<file path="config.mk">
export PLATFORM = sky130hd
export DESIGN_NAME = mt9v_clock_align_seq
export DESIGN_NICKNAME = d
export VERILOG_FILES = /design/src/rtl/mt9v_deser_pkg.sv /design/src/rtl/mt9v_chan_aligner.sv /design/src/rtl/mt9v_clock_align_seq.sv
export SDC_FILE = /design/constraint.sdc
export NUM_CORES = 1
export LEC_CHECK = 0
export CAP_MARGIN = 10
export CORE_ASPECT_RATIO = 0.9
export CORE_MARGIN = 2
export CORE_UTILIZATION = 45
export CTS_CLUSTER_DIAMETER = 200
export DETAILED_ROUTE_END_ITERATION = 6
export SLEW_MARGIN = 25
export SYNTH_ARGS = -nofsm -noshare
export SYNTH_HDL_FRONTEND = slang
export SYNTH_SLANG_ARGS = --single-unit
</file>
<file path="constraint.sdc">
create_clock -name ClkIn -period 3.3 [get_ports ClkIn]
set_input_delay 0.33 -clock ClkIn [delete_from_list [all_inputs] [get_ports ClkIn]]
set_output_delay 0.33 -clock ClkIn [all_outputs]
set_load 0.01 [all_outputs]
</file>
<file path="src/rtl/mt9v_deser_pkg.sv">
// Shared encodings, bounds and helpers for the MT9V034 deserializer alignment logic.
package mt9v_deser_pkg;

  // Top-level sequencer states.
  localparam logic [1:0] TOP_WAIT_LOCK = 2'd0;
  localparam logic [1:0] TOP_RST       = 2'd1;
  localparam logic [1:0] TOP_ENA       = 2'd2;
  localparam logic [1:0] TOP_ALIGN     = 2'd3;

  // Per-channel alignment states.
  localparam logic [2:0] CH_IDLE   = 3'd0;
  localparam logic [2:0] CH_CHECK  = 3'd1;
  localparam logic [2:0] CH_VERIFY = 3'd2;
  localparam logic [2:0] CH_SLIP   = 3'd3;
  localparam logic [2:0] CH_WAIT   = 3'd4;
  localparam logic [2:0] CH_LOCKED = 3'd5;
  localparam logic [2:0] CH_FAIL   = 3'd6;

  // Legal parameter ranges.
  localparam int C_MIN_CHANNELS   = 1;
  localparam int C_MAX_CHANNELS   = 8;
  localparam int C_MIN_DATA_WIDTH = 4;
  localparam int C_MAX_DATA_WIDTH = 8;

  // Forwarded-clock training word for a 4-bit ISERDES.
  localparam logic [3:0] C_DEFAULT_CLOCK_PATTERN = 4'b1010;

  // Width of a counter that must reach 'limit' without wrapping.
  function automatic int cnt_width(input int limit);
    return $clog2(limit) + 1;
  endfunction

endpackage

</file>
<file path="src/rtl/mt9v_chan_aligner.sv">
// One deserializer channel: bit-slips until the clock word matches, then supervises lock.
module mt9v_chan_aligner
  import mt9v_deser_pkg::*;
#(
  parameter int                W            = 4,
  parameter logic [W-1:0]      PATTERN      = W'(C_DEFAULT_CLOCK_PATTERN),
  parameter int                MAX_SLIPS    = 4,
  parameter int                BITSLIP_WAIT = 3,
  parameter int                MATCH_COUNT  = 4,
  parameter int                LOSS_COUNT   = 3
) (
  input  logic         clk,
  input  logic         rst_n,
  input  logic         clear,
  input  logic         start,
  input  logic         retrain,
  input  logic [W-1:0] word,
  output logic         bitslip,
  output logic         aligned,
  output logic         chan_error
);

  localparam int SW = cnt_width(MAX_SLIPS);
  localparam int WW = cnt_width(BITSLIP_WAIT);
  localparam int MW = cnt_width(MATCH_COUNT);
  localparam int LW = cnt_width(LOSS_COUNT);

  localparam logic [SW-1:0] SLIP_MAX   = SW'(MAX_SLIPS);
  localparam logic [WW-1:0] WAIT_LAST  = WW'((BITSLIP_WAIT > 0) ? BITSLIP_WAIT - 1 : 0);
  localparam logic [MW-1:0] MATCH_LAST = MW'((MATCH_COUNT > 0) ? MATCH_COUNT - 1 : 0);
  localparam logic [LW-1:0] LOSS_LAST  = LW'((LOSS_COUNT > 0) ? LOSS_COUNT - 1 : 0);
  localparam logic [WW-1:0] WAIT_SAT   = {WW{1'b1}};
  localparam logic [MW-1:0] MATCH_SAT  = {MW{1'b1}};
  localparam logic [LW-1:0] LOSS_SAT   = {LW{1'b1}};

  logic [2:0]    state_q, state_d;
  logic [SW-1:0] slip_cnt_q, slip_cnt_d;
  logic [WW-1:0] wait_cnt_q, wait_cnt_d;
  logic [MW-1:0] match_cnt_q, match_cnt_d;
  logic [LW-1:0] loss_cnt_q, loss_cnt_d;
  logic          bitslip_q, bitslip_d;
  logic          aligned_q, aligned_d;
  logic          error_q, error_d;
  logic          match_s;

  assign match_s = (word == PATTERN);

  // Next-state logic: lock loss beats retrain, which beats normal alignment flow.
  always_comb begin
    state_d     = state_q;
    slip_cnt_d  = slip_cnt_q;
    wait_cnt_d  = wait_cnt_q;
    match_cnt_d = match_cnt_q;
    loss_cnt_d  = loss_cnt_q;
    bitslip_d   = 1'b0;
    aligned_d   = aligned_q;
    error_d     = error_q;
    if (clear || retrain) begin
      state_d     = clear ? CH_IDLE : CH_CHECK;
      slip_cnt_d  = {SW{1'b0}};
      wait_cnt_d  = {WW{1'b0}};
      match_cnt_d = {MW{1'b0}};
      loss_cnt_d  = {LW{1'b0}};
      aligned_d   = 1'b0;
      error_d     = 1'b0;
    end else begin
      case (state_q)
        CH_IDLE: begin
          if (start) begin
            state_d     = CH_CHECK;
            slip_cnt_d  = {SW{1'b0}};
            match_cnt_d = {MW{1'b0}};
            loss_cnt_d  = {LW{1'b0}};
          end else begin
            state_d = CH_IDLE;
          end
        end
        CH_CHECK, CH_VERIFY: begin
          if (match_s) begin
            if (state_q == CH_CHECK) begin
              match_cnt_d = MW'(1);
            end else begin
              match_cnt_d = (match_cnt_q == MATCH_SAT) ? match_cnt_q : match_cnt_q + 1'b1;
            end
            // CHECK counts as the first match; VERIFY completes the run.
            if ((state_q == CH_VERIFY && match_cnt_q >= MATCH_LAST) ||
                (state_q == CH_CHECK && MATCH_LAST == {MW{1'b0}})) begin
              state_d    = CH_LOCKED;
              aligned_d  = 1'b1;
              loss_cnt_d = {LW{1'b0}};
            end else begin
              state_d = CH_VERIFY;
            end
          end else begin
            match_cnt_d = {MW{1'b0}};
            if (slip_cnt_q < SLIP_MAX) begin
              state_d   = CH_SLIP;
              bitslip_d = 1'b1;
            end else begin
              state_d   = CH_FAIL;
              error_d   = 1'b1;
              aligned_d = 1'b0;
            end
          end
        end
        CH_SLIP: begin
          slip_cnt_d = (slip_cnt_q == SLIP_MAX) ? slip_cnt_q : slip_cnt_q + 1'b1;
          wait_cnt_d = {WW{1'b0}};
          state_d    = CH_WAIT;
        end
        CH_WAIT: begin
          if (wait_cnt_q >= WAIT_LAST) begin
            state_d = CH_CHECK;
          end else begin
            wait_cnt_d = (wait_cnt_q == WAIT_SAT) ? wait_cnt_q : wait_cnt_q + 1'b1;
          end
        end
        CH_LOCKED: begin
          if (match_s) begin
            loss_cnt_d = {LW{1'b0}};
          end else if (loss_cnt_q >= LOSS_LAST) begin
            state_d     = CH_CHECK;
            aligned_d   = 1'b0;
            slip_cnt_d  = {SW{1'b0}};
            match_cnt_d = {MW{1'b0}};
            loss_cnt_d  = {LW{1'b0}};
          end else begin
            loss_cnt_d = (loss_cnt_q == LOSS_SAT) ? loss_cnt_q : loss_cnt_q + 1'b1;
          end
        end
        CH_FAIL: begin
          aligned_d = 1'b0;
          error_d   = 1'b1;
        end
        default: begin
          state_d = CH_IDLE;
        end
      endcase
    end
  end

  // Channel state and output registers.
  always_ff @(posedge clk or negedge rst_n) begin
    if (!rst_n) begin
      state_q     <= CH_IDLE;
      slip_cnt_q  <= {SW{1'b0}};
      wait_cnt_q  <= {WW{1'b0}};
      match_cnt_q <= {MW{1'b0}};
      loss_cnt_q  <= {LW{1'b0}};
      bitslip_q   <= 1'b0;
      aligned_q   <= 1'b0;
      error_q     <= 1'b0;
    end else begin
      state_q     <= state_d;
      slip_cnt_q  <= slip_cnt_d;
      wait_cnt_q  <= wait_cnt_d;
      match_cnt_q <= match_cnt_d;
      loss_cnt_q  <= loss_cnt_d;
      bitslip_q   <= bitslip_d;
      aligned_q   <= aligned_d;
      error_q     <= error_d;
    end
  end

  assign bitslip    = bitslip_q;
  assign aligned    = aligned_q;
  assign chan_error = error_q;

endmodule

</file>
<file path="src/rtl/mt9v_clock_align_seq.sv">
// MT9V034 deserializer reset/enable sequencer and per-channel clock-pattern alignment.
module mt9v_clock_align_seq
  import mt9v_deser_pkg::*;
#(
  parameter int                            C_Channels        = 2,
  parameter int                            C_IoSrdsDataWidth = 4,
  parameter logic [C_IoSrdsDataWidth-1:0]  C_ClockPattern    = C_IoSrdsDataWidth'(C_DEFAULT_CLOCK_PATTERN),
  parameter int                            C_RstOutDly       = 2,
  parameter int                            C_EnaOutDly       = 6,
  parameter int                            C_MaxSlips        = 4,
  parameter int                            C_BitslipWait     = 3,
  parameter int                            C_MatchCount      = 4,
  parameter int                            C_LossCount       = 3
) (
  input  logic                                      ClkIn,
  input  logic                                      RstN,
  input  logic                                      MmcmLocked,
  input  logic                                      Retrain,
  input  logic [C_Channels*C_IoSrdsDataWidth-1:0]   SerdesData,
  output logic                                      IoRst,
  output logic                                      IoEna,
  output logic [C_Channels-1:0]                     Bitslip,
  output logic [C_Channels-1:0]                     Aligned,
  output logic                                      AllAligned,
  output logic [C_Channels-1:0]                     ChanError
);

  if (C_Channels < C_MIN_CHANNELS || C_Channels > C_MAX_CHANNELS ||
      C_IoSrdsDataWidth < C_MIN_DATA_WIDTH || C_IoSrdsDataWidth > C_MAX_DATA_WIDTH) begin : g_bad_param
    $error("mt9v_clock_align_seq: channel count or data width out of range");
  end

  localparam int TW = cnt_width((C_RstOutDly > C_EnaOutDly) ? C_RstOutDly : C_EnaOutDly);
  localparam logic [TW-1:0] RST_LAST = TW'((C_RstOutDly > 0) ? C_RstOutDly - 1 : 0);
  localparam logic [TW-1:0] ENA_LAST = TW'((C_EnaOutDly > 0) ? C_EnaOutDly - 1 : 0);
  localparam logic [TW-1:0] CNT_SAT  = {TW{1'b1}};

  logic            lock_meta_q, lock_sync_q;
  logic [1:0]      top_state_q, top_state_d;
  logic [TW-1:0]   top_cnt_q, top_cnt_d;
  logic            io_rst_q, io_rst_d;
  logic            io_ena_q, io_ena_d;
  logic            all_aligned_q;
  logic            chan_clear_s, chan_start_s, chan_retrain_s;
  logic [C_Channels-1:0] aligned_s;

  // Two-flop synchroniser for the asynchronous MMCM lock.
  always_ff @(posedge ClkIn or negedge RstN) begin
    if (!RstN) begin
      lock_meta_q <= 1'b0;
      lock_sync_q <= 1'b0;
    end else begin
      lock_meta_q <= MmcmLocked;
      lock_sync_q <= lock_meta_q;
    end
  end

  // Sequencer: lock -> hold IoRst -> wait -> enable -> align; lock loss restarts it.
  always_comb begin
    top_state_d = top_state_q;
    top_cnt_d   = top_cnt_q;
    io_rst_d    = io_rst_q;
    io_ena_d    = io_ena_q;
    if (!lock_sync_q) begin
      top_state_d = TOP_WAIT_LOCK;
      top_cnt_d   = {TW{1'b0}};
      io_rst_d    = 1'b1;
      io_ena_d    = 1'b0;
    end else begin
      case (top_state_q)
        TOP_WAIT_LOCK: begin
          top_state_d = TOP_RST;
          top_cnt_d   = {TW{1'b0}};
          io_rst_d    = 1'b1;
        end
        TOP_RST: begin
          if (top_cnt_q >= RST_LAST) begin
            top_state_d = TOP_ENA;
            top_cnt_d   = {TW{1'b0}};
            io_rst_d    = 1'b0;
          end else begin
            top_cnt_d = (top_cnt_q == CNT_SAT) ? top_cnt_q : top_cnt_q + 1'b1;
          end
        end
        TOP_ENA: begin
          if (top_cnt_q >= ENA_LAST) begin
            top_state_d = TOP_ALIGN;
            top_cnt_d   = {TW{1'b0}};
            io_ena_d    = 1'b1;
          end else begin
            top_cnt_d = (top_cnt_q == CNT_SAT) ? top_cnt_q : top_cnt_q + 1'b1;
          end
        end
        TOP_ALIGN: begin
          top_state_d = TOP_ALIGN;
        end
        default: begin
          top_state_d = TOP_WAIT_LOCK;
        end
      endcase
    end
  end

  // Sequencer registers.
  always_ff @(posedge ClkIn or negedge RstN) begin
    if (!RstN) begin
      top_state_q <= TOP_WAIT_LOCK;
      top_cnt_q   <= {TW{1'b0}};
      io_rst_q    <= 1'b1;
      io_ena_q    <= 1'b0;
    end else begin
      top_state_q <= top_state_d;
      top_cnt_q   <= top_cnt_d;
      io_rst_q    <= io_rst_d;
      io_ena_q    <= io_ena_d;
    end
  end

  assign chan_clear_s   = ~lock_sync_q;
  assign chan_start_s   = (top_state_q == TOP_ALIGN);
  assign chan_retrain_s = Retrain & lock_sync_q & (top_state_q == TOP_ALIGN);

  for (genvar g = 0; g < C_Channels; g++) begin : g_chan
    mt9v_chan_aligner #(
      .W            (C_IoSrdsDataWidth),
      .PATTERN      (C_ClockPattern),
      .MAX_SLIPS    (C_MaxSlips),
      .BITSLIP_WAIT (C_BitslipWait),
      .MATCH_COUNT  (C_MatchCount),
      .LOSS_COUNT   (C_LossCount)
    ) u_chan (
      .clk        (ClkIn),
      .rst_n      (RstN),
      .clear      (chan_clear_s),
      .start      (chan_start_s),
      .retrain    (chan_retrain_s),
      .word       (SerdesData[g*C_IoSrdsDataWidth +: C_IoSrdsDataWidth]),
      .bitslip    (Bitslip[g]),
      .aligned    (aligned_s[g]),
      .chan_error (ChanError[g])
    );
  end

  // AllAligned trails the per-channel Aligned flags by one cycle.
  always_ff @(posedge ClkIn or negedge RstN) begin
    if (!RstN) begin
      all_aligned_q <= 1'b0;
    end else begin
      all_aligned_q <= &aligned_s;
    end
  end

  assign Aligned    = aligned_s;
  assign AllAligned = all_aligned_q;
  assign IoRst      = io_rst_q;
  assign IoEna      = io_ena_q;

endmodule

</file>
==> out/metrics.yaml <==
synthesis:
  syn_inst: 335
  synth_ff_type: "dfrtp_1"
  postSynthAreaPerCell_sq_um: 9.278
  netlist_top_cells_count: "dfrtp_1, nand2_1, ha_1, a21oi_1, inv_1"
  netlist_top_cells_area: "dfrtp_1, ha_1, a21oi_1, nand2_1, inv_1"
  yosysMostFrequentCell: "dfrtp_1"
  synth-async-reset-ratio_pct: 100.0
  yosysTopAreaCell: "dfrtp_1"
  synth_edf_count: 0
  synth_cell_types: 64
  yosysSeqAreaShare_pct: 37.88
  syn_nets: 375
  yosysWarnings: 0
  yosysTopAreaCellShare_pct: 37.04
  syn-cell-area_sq_um: 3108
  synth-seq-cells: 47
floorplanning:
  fp.dieH_microns: 82.84
  dieArea_sq_um: 7588
  ios: 21
  start_util_pct: 46.94
  die_w_microns: 91.60
  rows: 28
  coreArea_sq_um: 6621
sta:
  max_freq_ghz: 0.4539
  worstMarginPinSlew_ns: 0.6147
  fin_crit_ns: 2.203
  worst_slack_ns: 1.097
  min_period_over_period_pct: 66.76
  fin_skew_ns: 0.007626
  hold_viol: 0
  whs_ns: 0.02803
  slew_headroom_pct: 59.02
  setup-tns-final_ns: 0
  drv_slew: 0
  finalSetupViolations: 0
  rsz0062_at_grt: "false"
critical_path:
  path_cells: "ha_1, a21boi_2, nand2_1, a21oi_2, a2111oi_0, a311o_1"
  cp.required_ns: 3.49
  critPathMaxFanout: 11
  critPathArrivalTime_ns: 2.39
  end_kind: "flip-flop"
  max_stage_delay_ns: 0.50
  timing_worst_setup_path_type: "reg2reg"
  cp_slowest_cell: "a21boi_2"
  r2r_slack_ns: 1.10
  crit_path_start_kind: "flip-flop"
layout:
  antennaDiodeCount: 0
  nNetsFinal: 384
  area_delta_synth_final_pct: 9.662
  drive_gt1_share_pct: 8.696
  stdcell_count: 435
routing:
  via_per_inst: 5.598
  vias: 2435
  first_pass_iters: 4
  drc: 0
  ant_nets: 0
  wl_mm: 6.360
  drt_iter0_drc: 204
  routedWlPerCell_microns: 14.62
clocking:
  cts_tree: "built"
  cts_inserted_buffers: 5
  htree_levels: 2
  clock-sinks: 47
  clkTransAtPathRegs_ns: 0.09
  cts_resized: 0
  ctsRootBufferMaster: "clkbuf_8"
  ctsHoldBuffers: 0
  cts_setup_buffers: 0
  clockBufferDepth: 2
  clock_latency_ns: 0.30
run:
  drv_cap: 0
hold_path:
  hold_path_class: "in2async"
global_routing:
  grt_pass1_wl_mm: 10.97
  grt_pass1_vias: 2302
  antenna_found_initial: 0
  overflow: 0
  grt_max_degree: 48
  grt_usage_pct: 17.27
placed_design:
  io_buffers: 20
  pre_cts_slack_ns: 1.052
  dp_hpwl_mm: 4.520
  dp_cells: 427
  place_congestion: 0.8127
pwr:
  total_power_w: 0.001853
  power_per_cell_area_nw_per_um2: 543.6
  ir_drop_v: 0.0002480
  p_leak_nw: 1.568
status:
  status: "complete, no violations"
==> cells in the final DEF (no fill, tap or decap), types with 3 or more instances in the layout <==
cell / count
a211oi_1: 5
o31ai_1: 4
and3_1: 3
a2111oi_0: 4
clkdlybuf4s50_1: 19
dfrtp_1: 46
inv_1: 24
a22o_1: 8
nor2_1: 19
mux2_2: 3
a22oi_1: 3
nor2b_1: 6
a21oi_1: 25
clkbuf_8: 6
a31oi_1: 6
nand2_1: 33
o21ai_0: 14
o2111ai_1: 4
nor3_1: 11
o21bai_1: 4
ha_1: 28
nand3_1: 7
nand2b_1: 8
mux2i_1: 3
==> state kept, by name, indices dropped and copies added, names as in the netlist <==
register and count:
g_chan.u_chan.chan_error 2, lock_sync_q 1, g_chan.u_chan.match_cnt_q 6, g_chan.u_chan.aligned 2
g_chan.u_chan.slip_cnt_q 6, g_chan.u_chan.bitslip 2, g_chan.u_chan.loss_cnt_q 6, top_state_q 2
g_chan.u_chan.wait_cnt_q 6, top_cnt_q 4, AllAligned 1, IoEna 1
IoRst 1, g_chan.u_chan.state_q 6, lock_meta_q 1
==> final timing paths <==
kind	start	to	depth (start not counted)
worst max-delay path	top_state_q[0]	g_chan[0].u_chan.aligned	6
worst min-delay path	RstN	g_chan[0].u_chan.loss_cnt_q[2]	1
worst max register to register	top_state_q[0]	g_chan[0].u_chan.aligned	6
worst min register to register	lock_meta_q	lock_sync_q	0
max in group asynchronous	RstN	g_chan[1].u_chan.loss_cnt_q[0]	1
min in group ClkIn	lock_meta_q	lock_sync_q	0
==> final cells by class <==
class                   count  area, sq um
clock inverters             2        13.76
flip-flops and latches     47         1177
multi-input cells         245         1730
clock buffers               6        82.58
well taps                  90        112.6
repair buffers             20        197.7
fillers                   608         3213
inverters                  25        93.84
==> per-stage QoR <==
stage	utilization [%]	instance area, sq um
global placement	49.98	3309
detailed placement	50.02	3312
floorplan	-	3108
finish	51.47	3408
global route	51.47	3408
CTS	51.47	3408
==> metal layers <==
layer  track usage [%]  part of all wire (%)  vias up
li1                  -                     -     1232
met1             25.76                    52     1176
met2             26.40                    45       23
met3             2.813                   2.2        4
met4             3.719                  0.49        0
met5                 0                     0        -
==> kinds of logic (layout without fill, tap and decap cells) <==
family / count (synthesis) / after routing / synth area share, %
adder cells (fa/ha/maj): 28 / 28 / 11.27
AND/OR/NAND/NOR: 110 / 110 / 19.44
multiplexers: 6 / 6 / 2.053
XOR/XNOR: 2 / 2 / 0.5637
flip-flops: 47 / 47 / 37.88
buffers and inverters: 43 / 53 / 6.441
AO/OA/AOI/OAI: 99 / 99 / 22.34
==> power by group <==
group / switching [W] / internal [W] / total [W] / leakage [nW]
clock network: 0.000202 / 0.000172 / 0.000374 / 0.0516
registers: 0.000127 / 0.000651 / 0.000778 / 0.640
logic: 0.000406 / 0.000295 / 0.000701 / 0.876
total: 0.000735 / 0.00112 / 0.00185 / 1.57
==> critical path: cells and delay by family, from the launching register on <==
kind	cells	cell delay, ns
compound gates	4	1.11
flops	1	0.42
fa+ha+maj	1	0.37
simple gates	1	0.18
Note: power is estimated with default switching activity, not from simulation.
==> edit 1, RTL diff (same flow settings) <==
Put a register stage on the output `ChanError`, without a reset. The value now appears one clock later. The other outputs are not delayed to match.
--- a/src/rtl/mt9v_clock_align_seq.sv
+++ b/src/rtl/mt9v_clock_align_seq.sv
@@ -24,6 +24,8 @@
   output logic                                      AllAligned,
   output logic [C_Channels-1:0]                     ChanError
 );
+
+  logic [C_Channels-1:0] ChanError_d;
 
   if (C_Channels < C_MIN_CHANNELS || C_Channels > C_MAX_CHANNELS ||
       C_IoSrdsDataWidth < C_MIN_DATA_WIDTH || C_IoSrdsDataWidth > C_MAX_DATA_WIDTH) begin : g_bad_param
@@ -137,7 +139,7 @@
       .word       (SerdesData[g*C_IoSrdsDataWidth +: C_IoSrdsDataWidth]),
       .bitslip    (Bitslip[g]),
       .aligned    (aligned_s[g]),
-      .chan_error (ChanError[g])
+      .chan_error (ChanError_d[g])
     );
   end
 
@@ -155,5 +157,9 @@
   assign IoRst      = io_rst_q;
   assign IoEna      = io_ena_q;
 
+  always_ff @(posedge ClkIn) begin
+    ChanError <= ChanError_d;
+  end
+
 endmodule
 
Function: same outputs for any inputs over 10 cycles, from zero or initial values and one cycle with RstN low; that may be too few to reach the edited logic, so the function may still have changed.
==> edit 1 against the unedited design <==
  * Synthesized area is 3.4% higher
  * Cell area up 3.6%
  * Non-clock buffer count up 3
  * Core utilization decreased by 1.0 points
  * Sequential cell count rose by 2
  * Highest routed layer unchanged
  * Clock power increased by 18%
  * First-iteration DRC count shrank 23%
  * Total power grew 5.6%
  * Routed wire length up 0.75%
  * Worst setup slack worse by 0.25 ns
  * Largest power group unchanged
  * Via count increased by 0.94%
  * Global-route usage grew 0.39 points
==> edit 1: results (changes against the unedited design) <==
Fillers 637 (+4.8%); CTS Root Cell clkbuf_8; post-synth net total 379 (+1.1%); clk_lat worst skew 0.30 ns (about the same); multiplexer share of the synthesized area 0.0300 (+0.00944); Clock Path Buffers 2 (unchanged); post-DP HPWL 4600 µm (+1.7%); Sink Count 49 (+4.3%); post-synthesis sequential area ratio 0.379 (about the same); CP Class reg -> reg; Synth Area in Compound Gates 0.212 (-0.0117); HP Class in -> async; xor/xnor cell area share of the yosys netlist 0.0109 (+0.00526); CP Max Fanout 23 (+12); Async SR Flop Fraction 0.959 (-0.0408); Setup Fix Bufs, Post-CTS 0 (unchanged); worst reg-to-reg path cell count 6 (unchanged); TritonRoute pass-1 iters 4 (unchanged); Post-Synth Adder-Cell Area 0.109 (-0.00373); Lkg Pwr 1.59 nW (+1.3%); Worst-path clk slew 0.10 ns; vias in the first global route 2434 (+5.7%); post-cts resize count 0 (unchanged); DR iter-0 viols 158 (-23%); Layout Nets 387 (+0.78%); synth top area cells dfrtp_1 (36%), ha_1 (11%), nand2_1 (2.9%); diodes inserted 0 (unchanged); final estimated routing congestion in global placement 0.773 (-4.8%); VDD IR max 0.225 mV (-9.4%); CTS Buf Count 5 (unchanged); largest net degree at the start of global routing 30 (-38%); YS warnings 0 (unchanged); Port Buffer Count 20 (unchanged); outcome complete, no violations; Avg Vias per Cell 5.57 (-0.43%); Sw Share 0.379 (-0.0182); RR Startpoint top_state_q[0]$_DFFE_PN0P_; Total GRT Usage 0.177 (+0.00389); hold slack 0.0508 ns (+0.0228 ns); worst-margin pin slew 0.758 ns (+0.144 ns); WL/cell 14.5 µm (-0.62%); Post-Syn Instances 339 (+1.2%); Synth cell types 63 (-1.6%); skew final 0.00803 ns (+0.000408 ns); Placed Cells 433 (+1.4%); first-pass GRT wire length 11300 µm (+3.3%); ratio of cells with drive above 1 in the final layout 0.0805 (-0.00650); H-tree level count 2 (unchanged); flop2flop setup slack 0.84 ns (-0.25 ns); Worst Path Arrival 2.65 ns (+0.26 ns); antenna violations before repair 0 (unchanged); RR Endpoint g_chan[1].u_chan.aligned$_DFFE_PN0P_; Commonest cells post-synth dfrtp_1 (46), ha_1 (28), nand2_1 (25), nor2_1 (21), inv_1 (20); WL final 6410 µm (+0.75%)
[edit 1: kinds of logic after synthesis]
family,after synthesis
DFF,49
xor gates and xnor gates,4
AOI/OAI and AO/OA,90
adders and majority gates,28
and+or+nand+nor,117
buffers and inverters,42
muxes,9
[edit 1: metal layers]
metal  share of wire  GRT usage  up-vias
li1                -          -     1244
met1            0.52      0.259     1183
met2            0.45      0.272       26
met3           0.024     0.0296        5
met4          0.0080     0.0481        0
met5               0          0        -
[edit 1: power by group through the flow]
stage	Sequential, mW	Combinational (mW)	Clock (mW)
after floorplan	0.719	0.647	0
after global placement	0.789	0.717	0
after detailed placement	0.796	0.728	0
after CTS	0.784	0.734	0.459
after global routing	0.803	0.825	0.483
final	0.785	0.730	0.442
[edit 1: worst max-delay path by stage]
stage,to,slack [ns],cells past startpoint
6_report,g_chan[1].u_chan.aligned$_DFFE_PN0P_,0.84,6
5_1_grt,g_chan[1].u_chan.match_cnt_q[0]$_DFFE_PN0P_,0.69,5
4_1_cts,g_chan[1].u_chan.match_cnt_q[0]$_DFFE_PN0P_,0.82,5
3_5_place_dp,g_chan[1].u_chan.match_cnt_q[0]$_DFFE_PN0P_,0.77,5
3_3_place_gp,g_chan[1].u_chan.match_cnt_q[0]$_DFFE_PN0P_,0.88,5
2_1_floorplan,g_chan[1].u_chan.aligned$_DFFE_PN0P_,1.33,8
[edit 1: layout make-up]
class                   count  share of cell area
well taps                  93              0.0329
inverters                  20              0.0213
clock buffers               5              0.0195
repair buffers             23              0.0616
clock inverters             3              0.0131
multi-input cells         248               0.507
flip-flops and latches     49               0.345
[edit 1: per-stage QoR]
stage	worst slack, ns	instance area [µm²]
after CTS	0.820	3530
after detailed placement	0.771	3420
after floorplan	1.33	3210
after global placement	0.882	3420
after global routing	0.690	3530
final	0.843	3530
[edit 1: critical path, cell delays in order (launching register included)]
cell      delay (ns)
dfrtp_1         0.41
ha_1            0.34
a21bo_1         0.49
nor3_1          0.43
o31ai_1         0.16
o21bai_1        0.18
mux2_2          0.35
==> edit 2, RTL diff (same settings) <==
Made on the original files. Change the parameter `C_LossCount` from 3 to 6.
--- a/src/rtl/mt9v_clock_align_seq.sv
+++ b/src/rtl/mt9v_clock_align_seq.sv
@@ -10,7 +10,7 @@
   parameter int                            C_MaxSlips        = 4,
   parameter int                            C_BitslipWait     = 3,
   parameter int                            C_MatchCount      = 4,
-  parameter int                            C_LossCount       = 3
+  parameter int                            C_LossCount       = 6
 ) (
   input  logic                                      ClkIn,
   input  logic                                      RstN,
Formal check against the unedited RTL: no difference found for any inputs over 10 cycles, from zero or initial values and one cycle with RstN low; that may be too few to reach the edited logic, so the function may still have changed.
==> edit 2 against the unedited design <==
  * Sequential power fell by 2%
  * Worst setup slack got worse by 0.14 ns
  * Die area rose by 4.0%
  * Cell area rose by 5.9%
  * Total power rose by 5.3%
  * Via count rose by 7.1%
  * Hold slack got worse by 0.020 ns
  * Sequential cell count rose by 2
  * Core utilization rose by 0.089 points
  * Critical path depth rose by 1
  * Global-route usage rose by 0.38 points
  * Routed wire length rose by 1.3%
  * Synthesized area rose by 4.2%
  * First-iteration DRC count rose by 8.8%
  * Largest cell class unchanged
  * Highest routed layer unchanged
==> edit 2: results (changes against the unedited design) <==
outcome complete, no violations; worst reg-to-reg path cell count 7 (+1); Synth cell types 63 (-1.6%); syn_area_per_cell 9.10 µm² (-1.9%); YS warnings 0 (unchanged); #MultiIn Comb 256 (+4.5%); dpl ws 0.891 ns (-0.161 ns); Max Fclk 428 MHz (-5.8%); largest net degree at the start of global routing 26 (-46%); flop2flop setup slack 0.96 ns (-0.14 ns); Layout Cells excl Fill 462 (+6.2%); DR iter-0 viols 222 (+8.8%); Placed Cells 454 (+6.3%); Commonest cells post-synth dfrtp_1 (48), inv_1 (33), ha_1 (29), nand2_1 (24), nor2_1 (22); largest family of logic cells by synthesized area simple AND/OR/NAND/NOR gates; post-synth net total 397 (+5.9%); hold slack 0.00815 ns (-0.0199 ns); crit path to g_chan[1].u_chan.match_cnt_q[0]$_DFFE_PN0P_; Post-DP Area 0.00347 mm² (+4.9%); vias in the first global route 2532 (+10%); Lkg Pwr 1.61 nW (+2.6%); Sink Count 49 (+4.3%); post-synthesis sequential area ratio 0.379 (about the same); sequential cell area share 0.340 (-0.00553); buffering overhead 0.0603 (+0.00229); Synth Area in Compound Gates 0.202 (-0.0210); synth top area cells dfrtp_1 (37%), ha_1 (11%), inv_1 (3.8%); Non-clock inverters 33 (+32%); Worst-path clk slew 0.10 ns; multiplexer share of the synthesized area 0.0228 (+0.00226); Async SR Flop Fraction 1.00 (unchanged); Port Buffer Count 20 (unchanged); first-pass GRT wire length 11500 µm (+4.8%); GRT met1 Usage 0.265 (+0.00743); clk_lat worst skew 0.30 ns (about the same); multi-input combinational cell area 0.00179 mm² (+3.3%); xor/xnor cell area share of the yosys netlist 0.00811 (+0.00248); clk_buf instances 5 (-1); Fillers 657 (+8.1%); WL/cell 14.0 µm (-4.6%); met3 usage 0.0368 (+0.00867); Avg Vias per Cell 5.65 (+0.88%); clk tree area frac 0.0381 (+0.00985); Post-Syn Instances 356 (+6.3%); Clock Path Buffers 2 (unchanged); met2 GRT Util 0.267 (+0.00280); final estimated routing congestion in global placement 0.892 (+9.7%); Signal buffers 23 (+15%); CP Max Fanout 12 (+1); Biggest register g_chan.u_chan.loss_cnt_q; ratio of cells with drive above 1 in the final layout 0.0596 (-0.0273); skew final 0.00903 ns (+0.00141 ns); Worst Path Arrival 2.53 ns (+0.14 ns); VDD IR max 0.322 mV (+30%); Total GRT Usage 0.176 (+0.00378); Layout Nets 409 (+6.5%); post-DP HPWL 4710 µm (+4.2%); Post-Synth Adder-Cell Area 0.115 (+0.00238); Slew Limit Headroom 0.583 (-0.00767); storage element area 0.00123 mm² (+4.3%)
[edit 2: cell types whose count changed after synthesis, moves of 4 or more]
| cell | change |
|---|---|
| a2111oi_0 | -4 |
| a21o_1 | +4 |
| a21oi_1 | -5 |
| a22o_1 | -4 |
| buf_2 | -5 |
| clkbuf_1 | +5 |
| inv_1 | +9 |
| nand2_1 | -9 |
| nand2b_1 | +4 |
| nor3_1 | +6 |
| nor4_1 | +5 |
| o21ai_1 | +4 |
[edit 2: worst max-delay path, stage by stage, from the launching register on]
cell and delay (ns):
dfrtp_1 0.41, ha_1 0.31, a21bo_1 0.38, buf_4 0.23, nor3_1 0.26, nand4_1 0.15, nand3_1 0.15, mux2_1 0.33
[edit 2: per-layer routing]
layer  up-vias  share of wire
met1      1244           0.50
li1       1301              -
met3         2          0.060
met5         -              0
met2        62           0.44
met4         0         0.0050
[edit 2: power breakdown]
group	switching [mW]	internal [mW]
sequential	0.105	0.659
clock	0.215	0.305
combinational	0.373	0.293
total	0.693	1.26
